File: src/rtl/mem_access_sequencer.sv
// mem_access_sequencer
//   Takes one memory request at a time from the control unit and runs it
//   against a 512x8 byte-addressed RAM through its Enable/OpCode/MFC
//   handshake. LDD, STD and SWAP are split into two RAM accesses.
//   Misaligned requests and unknown opcodes are rejected with a Trap pulse
//   before any RAM access.
//
// Build option:
//   MEMSEQ_MFC_SYNC_EN - when defined, Mem_MFC goes through a two-flop
//   synchronizer. An access may then only complete after the synchronized
//   MFC has been seen low at least once since Enable rose.
//
// Ports:
//   Clk, Clr            clock (rising edge), asynchronous active-low reset
//   Req/ReqOp/ReqAddr   request strobe, opcode and byte address
//   ReqData0/ReqData1   store data (ReqData1 is the odd word of STD)
//   Busy/Done/Trap      status: in progress, completion pulse, reject pulse
//   RdData0/RdData1     load results (RdData1 is the odd word of LDD)
//   Mem_*               RAM Enable/OpCode/Address/DataIn out, DataOut/MFC in
module mem_access_sequencer #(
  parameter int unsigned ADDR_W = 32,
  parameter int unsigned DATA_W = 32,
  localparam int unsigned OP_W  = 6
) (
  input  logic              Clk,
  input  logic              Clr,
  input  logic              Req,
  input  logic [OP_W-1:0]   ReqOp,
  input  logic [ADDR_W-1:0] ReqAddr,
  input  logic [DATA_W-1:0] ReqData0,
  input  logic [DATA_W-1:0] ReqData1,
  output logic              Busy,
  output logic              Done,
  output logic              Trap,
  output logic [DATA_W-1:0] RdData0,
  output logic [DATA_W-1:0] RdData1,
  output logic              Mem_Enable,
  output logic [OP_W-1:0]   Mem_OpCode,
  output logic [ADDR_W-1:0] Mem_Address,
  output logic [DATA_W-1:0] Mem_DataIn,
  input  logic [DATA_W-1:0] Mem_DataOut,
  input  logic              Mem_MFC
);

  localparam int unsigned STEP_W = 2;

  localparam logic [OP_W-1:0] OP_LW   = 6'b000000;
  localparam logic [OP_W-1:0] OP_LUB  = 6'b000001;
  localparam logic [OP_W-1:0] OP_LUH  = 6'b000010;
  localparam logic [OP_W-1:0] OP_LDD  = 6'b000011;
  localparam logic [OP_W-1:0] OP_SW   = 6'b000100;
  localparam logic [OP_W-1:0] OP_SB   = 6'b000101;
  localparam logic [OP_W-1:0] OP_SH   = 6'b000110;
  localparam logic [OP_W-1:0] OP_STD  = 6'b000111;
  localparam logic [OP_W-1:0] OP_LSB  = 6'b001001;
  localparam logic [OP_W-1:0] OP_LSH  = 6'b001010;
  localparam logic [OP_W-1:0] OP_SWAP = 6'b001111;

  typedef enum logic [1:0] {
    S_IDLE    = 2'd0,
    S_ISSUE   = 2'd1,
    S_RELEASE = 2'd2,
    S_DONE    = 2'd3
  } state_t;

  state_t              state;
  logic [STEP_W-1:0]   step;
  logic [OP_W-1:0]     lat_op;
  logic [ADDR_W-1:0]   lat_addr;
  logic [DATA_W-1:0]   lat_data0;
  logic [DATA_W-1:0]   lat_data1;

  // Opcode classification helpers.
  function automatic logic op_legal(input logic [OP_W-1:0] op);
    case (op)
      OP_LW, OP_LUB, OP_LUH, OP_LDD, OP_SW, OP_SB, OP_SH, OP_STD,
      OP_LSB, OP_LSH, OP_SWAP: return 1'b1;
      default:                 return 1'b0;
    endcase
  endfunction

  function automatic logic op_dword(input logic [OP_W-1:0] op);
    return (op == OP_LDD) || (op == OP_STD);
  endfunction

  function automatic logic op_two_step(input logic [OP_W-1:0] op);
    return op_dword(op) || (op == OP_SWAP);
  endfunction

  function automatic logic op_load(input logic [OP_W-1:0] op);
    case (op)
      OP_LW, OP_LUB, OP_LUH, OP_LDD, OP_LSB, OP_LSH, OP_SWAP: return 1'b1;
      default:                                                return 1'b0;
    endcase
  endfunction

  // RAM opcode for a given step of a request.
  function automatic logic [OP_W-1:0] step_opcode(input logic [OP_W-1:0]   op,
                                                  input logic [STEP_W-1:0] stp);
    case (op)
      OP_LDD:  return OP_LW;
      OP_STD:  return OP_SW;
      OP_SWAP: return (stp == STEP_W'(1)) ? OP_SW : OP_LW;
      default: return op;
    endcase
  endfunction

  // Doubleword ops touch A then A+4 (wraps modulo 2^ADDR_W).
  function automatic logic [ADDR_W-1:0] step_addr(input logic [OP_W-1:0]   op,
                                                  input logic [ADDR_W-1:0] addr,
                                                  input logic [STEP_W-1:0] stp);
    if (op_dword(op) && (stp == STEP_W'(1))) return addr + ADDR_W'(4);
    return addr;
  endfunction

  function automatic logic [DATA_W-1:0] step_data(input logic [OP_W-1:0]   op,
                                                  input logic [DATA_W-1:0] d0,
                                                  input logic [DATA_W-1:0] d1,
                                                  input logic [STEP_W-1:0] stp);
    if ((op == OP_STD) && (stp == STEP_W'(1))) return d1;
    return d0;
  endfunction

  logic              req_bad_c;
  logic              last_step_c;
  logic              cap0_c;
  logic              cap1_c;
  logic [STEP_W-1:0] next_step_c;
  logic              mfc_ok_c;

  assign req_bad_c   = !op_legal(ReqOp) || (ReqAddr[1:0] != 2'b00) ||
                       (op_dword(ReqOp) && ReqAddr[2]);
  assign last_step_c = op_two_step(lat_op) ? (step == STEP_W'(1)) : (step == STEP_W'(0));
  // Step 0 of any load-type op fills RdData0; only LDD's second read fills RdData1.
  assign cap0_c      = op_load(lat_op) && (step == STEP_W'(0));
  assign cap1_c      = (lat_op == OP_LDD) && (step == STEP_W'(1));
  assign next_step_c = step + STEP_W'(1);

`ifdef MEMSEQ_MFC_SYNC_EN
  logic [1:0] mfc_sync;
  logic       mfc_low_seen;

  // Two-flop synchronizer for the RAM completion flag.
  always_ff @(posedge Clk or negedge Clr) begin
    if (!Clr) begin
      mfc_sync <= 2'b00;
    end else begin
      mfc_sync <= {mfc_sync[0], Mem_MFC};
    end
  end

  // Remembers that MFC went low during this access, so a leftover high
  // from the previous access cannot complete the new one.
  always_ff @(posedge Clk or negedge Clr) begin
    if (!Clr) begin
      mfc_low_seen <= 1'b0;
    end else if (state != S_ISSUE) begin
      mfc_low_seen <= 1'b0;
    end else if (!mfc_sync[1]) begin
      mfc_low_seen <= 1'b1;
    end
  end

  assign mfc_ok_c = mfc_sync[1] && mfc_low_seen;
`else
  assign mfc_ok_c = Mem_MFC;
`endif

  // Sequencer FSM with registered outputs.
  always_ff @(posedge Clk or negedge Clr) begin
    if (!Clr) begin
      state       <= S_IDLE;
      step        <= '0;
      lat_op      <= '0;
      lat_addr    <= '0;
      lat_data0   <= '0;
      lat_data1   <= '0;
      Busy        <= 1'b0;
      Done        <= 1'b0;
      Trap        <= 1'b0;
      RdData0     <= '0;
      RdData1     <= '0;
      Mem_Enable  <= 1'b0;
      Mem_OpCode  <= '0;
      Mem_Address <= '0;
      Mem_DataIn  <= '0;
    end else begin
      Done <= 1'b0;
      Trap <= 1'b0;
      case (state)
        S_IDLE: begin
          if (Req) begin
            lat_op    <= ReqOp;
            lat_addr  <= ReqAddr;
            lat_data0 <= ReqData0;
            lat_data1 <= ReqData1;
            step      <= '0;
            if (req_bad_c) begin
              state <= S_DONE;
              Done  <= 1'b1;
              Trap  <= 1'b1;
            end else begin
              state       <= S_ISSUE;
              Busy        <= 1'b1;
              Mem_Enable  <= 1'b1;
              Mem_OpCode  <= step_opcode(ReqOp, STEP_W'(0));
              Mem_Address <= step_addr(ReqOp, ReqAddr, STEP_W'(0));
              Mem_DataIn  <= step_data(ReqOp, ReqData0, ReqData1, STEP_W'(0));
            end
          end
        end

        S_ISSUE: begin
          if (mfc_ok_c) begin
            if (cap0_c) RdData0 <= Mem_DataOut;
            if (cap1_c) RdData1 <= Mem_DataOut;
            Mem_Enable <= 1'b0;
            state      <= S_RELEASE;
          end
        end

        // Enable is low here for one cycle; the RAM needs that edge to
        // recognise the next access.
        S_RELEASE: begin
          if (last_step_c) begin
            state <= S_DONE;
            Busy  <= 1'b0;
            Done  <= 1'b1;
          end else begin
            step        <= next_step_c;
            state       <= S_ISSUE;
            Mem_Enable  <= 1'b1;
            Mem_OpCode  <= step_opcode(lat_op, next_step_c);
            Mem_Address <= step_addr(lat_op, lat_addr, next_step_c);
            Mem_DataIn  <= step_data(lat_op, lat_data0, lat_data1, next_step_c);
          end
        end

        S_DONE: begin
          state <= S_IDLE;
        end

        default: begin
          state <= S_IDLE;
        end
      endcase
    end
  end

endmodule

File: config.mk
export PLATFORM = sky130hd
export DESIGN_NAME = mem_access_sequencer
export DESIGN_NICKNAME = d
export VERILOG_FILES = /design/src/rtl/mem_access_sequencer.sv
export SDC_FILE = /design/constraint.sdc
export NUM_CORES = 1
export LEC_CHECK = 0
export ABC_CLOCK_PERIOD_IN_PS = 2770
export CORE_ASPECT_RATIO = 1.4
export CORE_MARGIN = 4
export CORE_UTILIZATION = 51
export CTS_BUF_LIST = sky130_fd_sc_hd__clkbuf_8
export DETAILED_ROUTE_END_ITERATION = 16
export PLACE_DENSITY = 0.91
export SYNTH_ARGS = -nofsm -noshare
export SYNTH_HDL_FRONTEND = slang
export SYNTH_SLANG_ARGS = --single-unit
File: constraint.sdc
create_clock -name Clk -period 2.77 [get_ports Clk]
set_input_delay 0.554 -clock Clk [delete_from_list [all_inputs] [get_ports Clk]]
set_output_delay 0.554 -clock Clk [all_outputs]
set_load 0.05 [all_outputs]
Yosys cells after proc, flatten, opt, wreduce, memory -nomap -nowiden --
Memories as Yosys holds them, arrays and structs flattened. Cells that the tools add are included.
Word-level totals: register bits after elaboration 244, memory bits (read-only) 16, input bits 138, output and inout port bits 138, logic and storage cells 114, memories kept 1
Memory list:
- (no name shown) | words 16, bits a word 1, read ports 1, clocked after memory_dff 0, write ports 0, line 75 | case (op)
Cells by class: $add $sub $neg 2, eq/ne operators 20, multiplexer cells 48, reductions and logical operators 28
Operators with widths (count):
- $mux W32 | 10
- $pmux W32 S2 | 2
- $add A32 B3 Y32 const B | 1
- $eq A6 B4 Y1 const B | 4
- $pmux W6 S2 | 2
- $eq A6 B2 Y1 const B | 3
- $mux W1 | 18
- $mux W6 | 3
- $pmux W6 S3 | 1
- $eq A6 B3 Y1 const B | 2
- $mux W2 | 6
- $ne A2 B2 Y1 const B | 5
- $reduce_and A3 Y1 | 3
- $pmux W2 S4 | 1
- $reduce_and A4 Y1 | 2
- $reduce_or A7 Y1 | 1
- $eq A2 B1 Y1 const B | 3
- $eq A6 B1 Y1 const B | 1
- $logic_not A2 Y1 | 3
- $logic_not A6 Y1 | 1
- $logic_and A1 B1 Y1 | 5
- $logic_or A1 B1 Y1 | 5
- $reduce_and A5 Y1 | 1
- $eq A2 B2 Y1 const B | 2
- other kinds (10) | 13

Longest topological paths before layout --
Gate-level depths: netlist of run 1.
word-level depth 9, depth in mapped cells 10, mapped depth without buffers 7

Worst setup path before layout of run 1 --
OpenSTA, ideal clock, no wires.
path kind flip-flop to flip-flop, from reg step[0], to reg Mem_Address[18], data arrival time 2.342 ns, data required time 2.645 ns, slack 0.303 ns, stages on the path, launching flop included 11, path buffers 3, cell sequence dfrtp_1 -> inv_1 -> ha_1 -> or3b_1 -> buf_2 -> or4_4 -> buf_6 -> buf_8 -> o21ai_1 -> a31oi_1 -> mux2_2
On the way: cells in the longest elaborated chain, start to end 9
RTL lines:
- start: declaration | line 67 | logic [STEP_W-1:0] step;
- start signal: assignment | line 230 | step <= next_step_c;
- $add A2 B1 Y2 | line 137 | assign next_step_c = step + STEP_W'(1);
- $eq A2 B1 Y1 | line 112 | if (op_dword(op) && (stp == STEP_W'(1))) return addr + ADDR_W'(4);
- $logic_and A1 B1 Y1 | line 112
- $mux W1 | line 112
- $mux W1 | line 225 | if (last_step_c) begin
- $mux W1 | line 190 | case (state)
- $mux W32 | line 113 | return addr;
- $mux W32 | line 225
- $pmux W32 S2 | line 190
- end signal: assignment | line 207 | Mem_Address <= step_addr(ReqOp, ReqAddr, STEP_W'(0));
- end signal: assignment | line 234 | Mem_Address <= step_addr(lat_op, lat_addr, next_step_c);
- end: declaration | line 39 | output logic [ADDR_W-1:0] Mem_Address,
Parallel ways exist; a longest one is shown, timed or not. The select of a mux whose other input is x is not followed. A chain may end at the register's enable or synchronous reset.

Worst setup path in the final report of run 1 --
from reg step[0], to reg Mem_Address[20]
The elaborated chain is that of the path after synthesis.

==> results of run 1 <==
-- worst max-delay path, cell delays in order, from the launching register on --
cell and delay (ps):
dfrtp_1 410, inv_1 70, ha_1 170, or3b_4 420
or4_4 700, o31a_1 290, nor3_1 310, o31ai_1 140
-- per-layer routing --
metal  up-vias  wire length [um]  share of wire, %  track usage, %
met5         -                 0                 0               0
met4         0              1266               3.9           10.40
met3        91              2962               9.2           9.487
met2       367             16770                52           47.43
met1      4165             11180                35           28.45
li1       3806                 -                 -               -
-- layout by cell type, fill, tap and decap left out, drive strengths merged, types with 2 or more instances in the layout --
master	n
clkdlybuf4s50	274
dfrtp	244
mux2	212
o21ai	83
nand2	66
clkbuf	49
mux2i	40
buf	32
nor2	31
inv	25
o31ai	13
nand3	12
or3	11
nor4	11
nor3	10
a21oi	9
xnor2	8
a31oi	8
clkinv	7
nand4	6
or4	6
o31a	5
nand2b	5
nand4b	4
ha	4
and3	3
or2	3
o41ai	3
o22ai	3
diode	2
o211ai	2
a32o	2
and4	2
a211oi	2
nor2b	2
-- cell type report --
class | instances | area share (%)
Antenna cell | 2 | 0.03313
Clock buffer | 49 | 4.465
Clock inverter | 19 | 0.7289
Inverter | 15 | 0.3727
Multi-Input combinational cell | 577 | 31.05
Sequential cell | 244 | 40.42
Tap cell | 260 | 2.154
Timing Repair Buffer | 307 | 20.77
-- cells by family after synthesis --
logic type	after synthesis	synth area share, %
flops	244	55.00
xor+xnor	9	0.7101
buf+inv	72	3.032
simple gates	177	8.262
compound gates	135	7.428
fa+ha+maj	4	0.4509
mux	252	25.11
-- registers in the layout, indices dropped and copies added, names as in the netlist, 2 cells and up --
signal and cells:
RdData0 32, step 2, lat_op 6, state 2
lat_addr 32, Mem_DataIn 32, Mem_OpCode 6, lat_data1 32
RdData1 32, Mem_Address 32, lat_data0 32
-- metrics by stage --
step | TNS, ps | cells
after CTS | 0 | 1471
after global placement | -2188 | 1402
after global routing | 0 | 1473
after detailed placement | -2154 | 1402
final | 0 | 1473
after floorplan | 0 | 893
-- power by group through the flow --
stage / sequential (mW) / clock, mW / combinational [mW]
after floorplan: 9.23 / 0 / 3.49
final: 6.49 / 3.11 / 9.81
after CTS: 6.48 / 3.17 / 9.87
after global routing: 6.70 / 3.34 / 10.4
after global placement: 6.34 / 0 / 9.53
after detailed placement: 6.48 / 0 / 9.77
-- path summary, 6_finish.rpt --
kind | start | endpoint | slack, ps
max | step[0] | Mem_Address[20] | 130
min | RdData1[28] | RdData1[28] | 500
max reg2reg | step[0] | Mem_Address[20] | 130
min reg2reg | RdData1[28] | RdData1[28] | 500
max in group asynchronous | Clr | Mem_Address[12] | 1420
min in group asynchronous | Clr | RdData0[12] | 600
-- timing repair --
item,4_1_cts,5_1_grt
hold buffers,1,0
hold endpoints to repair,59,0
gates resized for setup,0,1
setup endpoints to repair,0,8
==> flow_summary.ini, run 1 <==
[clock_tree]
post-cts-setup-buffers = 0
cts_max_path_buffers = 3
cts-buffers-inserted = 39
clock_sinks = 244
cts_root_buf = clkbuf_8
clk_latency_ps = 510
cts_tree = built
cts.htree.levels = 2
clk_pin_slew_ps = 70

[synthesis]
yosysTopAreaCell = dfrtp_1
netlist_top_cells_count = 244 x dfrtp_1, 208 x mux2_2, 78 x o21ai_0
seq_area_frac_synth_pct = 55.00
synth_cells = 893
yosysWarnings = 0
synth_edf_count = 0
synth_top_area_share_pct = 55.00
synth_area_leaders = dfrtp_1 55%, mux2_2 21%, mux2i_1 3.6%
ys_async_sr_fraction_pct = 100.0
synthFlopType = dfrtp_1
synth_fp_nets = 1035
syn_area_per_cell_um2 = 12.43
yosys_register_bits = 244
synth.most_common_cell = dfrtp_1
synth_area_um2 = 11100
synthDistinctLibCells = 59

[finish]
multi_input_comb_area_um2 = 4691
fin_util_pct = 70.98
areaGrowthSynthToFinish_pct = 36.08
seq_area_um2 = 6106
final_area_um2 = 15110
drive_gt1_share_pct = 26.42
fin_nets = 1326
fill_cells = 1426

[drt]
drt_iter0_markers = 417
ant_nets = 0
vias_per_cell = 5.722
firstDrtPassIters = 5
wire_per_inst_um = 21.85
routed_wl_um = 32180
remaining_drc_errors = 0
num_vias = 8429

[timing]
relSlewSlack_pct = 56.11
final.setup_skew_ps = 15.38
max_freq_mhz = 378.8
setup_ws_ps = 129.8
hold_viol = 0
holdWs_ps = 498.2
rsz0062_at_grt = false
worstMarginPinSlew_ps = 656.4
finalSetupViolCount = 0
period_share_pct = 95.31
slew_viol_final = 0
finalCriticalPeriod_ps = 2640

[run]
cap_viol_max_count = 0

[grt]
grt_use_total_pct = 26.48
antenna_found_initial = 2
grt_start_max_net_pins = 67
grt_pass1_vias = 9358
grt_overflow_total = 0
grt_pass1_wl_um = 51160

[power_and_ir_drop]
ir_drop_v = 0.0008661
seqPwrFrac_pct = 33.4
p_switching_mw = 8.455
total_power_mw = 19.42
leakagePower_nw = 6.567
combPwrFrac_pct = 50.6
p_int_mw = 10.96
powerDensity_nw_per_um2 = 1285
switching_share_pct = 43.55
clock_power_share_pct = 16.0

[floorplan]
rows = 63
pin_count = 276
die_area_um2 = 24220
fp.dieH_um = 182.6
initial_core_util_pct = 52.16
coreArea_um2 = 21280
die_x_um = 132.7

[placed_design]
pre_cts_ws_ps = -98.97
place_congestion = 0.9399
port_buffers = 275
placed_cell_area_um2 = 14300
place_hpwl_um = 22220

[hold_path]
holdCritPathClass = reg -> reg
hold_depth = 1

[run_status]
status = complete, no violations

[worst_setup_path]
r2r_cells = 7
crit_path_start_kind = register
worstPathArrival_ps = 3020
cp.required_ps = 3150
critical_path_class = reg -> reg
critPathMaxFanout = 18
end_kind = register
Power figures use the tool's default switching activity.
==> run 2, diff against run 1 <==
- ABC_CLOCK_PERIOD_IN_PS: 2770 -> 2790
- CAP_MARGIN: not set -> 15
- clock period: 2.77 -> 2.79 ns (I/O delays scaled with it)
==> flow_summary.ini, run 2 (synthesized netlist as in run 1, its figures left out) <==
[worst_setup_path]
crit_path_top_delay_cell = or4_2
crit_cells = 8
cp_num_buf_inv = 2
crit_path_start_kind = register
critPathMaxFanout = 32
critical_path_class = reg -> reg
end_kind = register
cp_cell_sequence = inv_1 -> ha_1 -> or3b_1 -> or4_2 -> buf_12 -> mux2i_1 -> o21ai_0 -> mux2_2
worstPathArrival_ps = 3050
r2r_slack_ps = 140
r2r_cells = 8
slowest_delay_ps = 600
critical_path.top_delay_family = simple AND/OR/NAND/NOR gates
cp.required_ps = 3190

[floorplan]
coreArea_um2 = 21280
initial_core_util_pct = 52.16
rows = 63
die_x_um = 132.7
die_area_um2 = 24220
pin_count = 276
fp.dieH_um = 182.6

[hold_path]
holdCritPathClass = in -> async

[timing]
fin_tns_setup_ps = 0
rsz0062_at_grt = false
max_freq_mhz = 377.8
relSlewSlack_pct = 51.80
period_share_pct = 94.88
finalCriticalPeriod_ps = 2647
hold_viol = 0
finalSetupViolCount = 0
slew_viol_final = 0
worstMarginPinSlew_ps = 723.0
final.setup_skew_ps = 21.73

[clock_tree]
clk_latency_ps = 520
cts_max_path_buffers = 3
post-cts-setup-buffers = 0
clock_sinks = 244
cts_resized = 0
cts_tree = built
clk_pin_slew_ps = 70
cts.htree.levels = 2
cts-buffers-inserted = 40
cts_root_buf = clkbuf_8
holdBufCountCts = 0

[run_status]
status = complete, no violations

[placed_design]
place_hpwl_um = 22120
port_buffers = 275
place_congestion = 0.9272

[finish]
layout_common_cells = 274 x clkdlybuf4s50_1, 244 x dfrtp_1, 208 x mux2_2, 77 x o21ai_0, 66 x nand2_1
fin_nets = 1329
fin_util_pct = 70.90
areaGrowthSynthToFinish_pct = 35.93
drive_gt1_share_pct = 26.24
final_common_cell = clkdlybuf4s50_1

[power_and_ir_drop]
ir_drop_v = 0.0008479
powerDensity_nw_per_um2 = 1270
leakagePower_nw = 6.570

[grt]
grt_pass1_vias = 9348
antenna_found_initial = 1
grt_start_max_net_pins = 88
grt_use_total_pct = 26.28
grt_overflow_total = 0
grt_pass1_wl_um = 50650

[drt]
firstDrtPassIters = 5
ant_nets = 0
drt_iter0_markers = 443
routed_wl_um = 32180
wire_per_inst_um = 21.85
num_vias = 8485
remaining_drc_errors = 0
vias_per_cell = 5.760

[run]
cap_viol_max_count = 0
run 2: final cells by class:
| class | instances | area, um^2 |
|---|---|---|
| fillers | 1389 | 6193 |
| clock buffers | 50 | 688.2 |
| well taps | 260 | 325.3 |
| diodes | 1 | 2.502 |
| inverters | 15 | 56.30 |
| clock inverters | 17 | 72.57 |
| repair buffers | 309 | 3151 |
| multi-input cells | 577 | 4688 |
| flip-flops and latches | 244 | 6106 |
run 2: where the power goes:
part	switching [mW]	internal, mW
combinational	5.76	3.96
clock	1.40	1.60
sequential	1.21	5.23
run 2: routing by layer:
layer | vias up | part of all wire (%) | global-route usage [%]
met1 | 4213 | 34 | 27.64
met5 | - | 0 | 0
met4 | 0 | 5.1 | 12.94
li1 | 3797 | - | -
met2 | 376 | 51 | 45.94
met3 | 99 | 9.9 | 10.09
run 2: stage by stage:
stage / cell area (um^2) / power (mW) / hold WS (ps) / std cells / setup slack, ps
after global routing: 15090 / 20.13 / 77.60 / 1473 / 26.45
after global placement: 14330 / 15.74 / 473.1 / 1405 / -71.46
after detailed placement: 14330 / 16.11 / 484.8 / 1405 / -79.22
after CTS: 15090 / 19.28 / 58.17 / 1472 / 89.14
after floorplan: 11100 / 12.63 / 262.4 / 893 / 323.1
final: 15090 / 19.17 / 46.17 / 1473 / 142.8
run 2: path summary, 6_finish.rpt:
kind,from,endpoint
max,step[0],Mem_DataIn[11]
min,Clr,RdData0[13]
max reg2reg,step[0],Mem_DataIn[11]
min reg2reg,RdData0[24],RdData0[24]
max in group asynchronous,Clr,lat_addr[15]
min in group Clk,RdData0[24],RdData0[24]
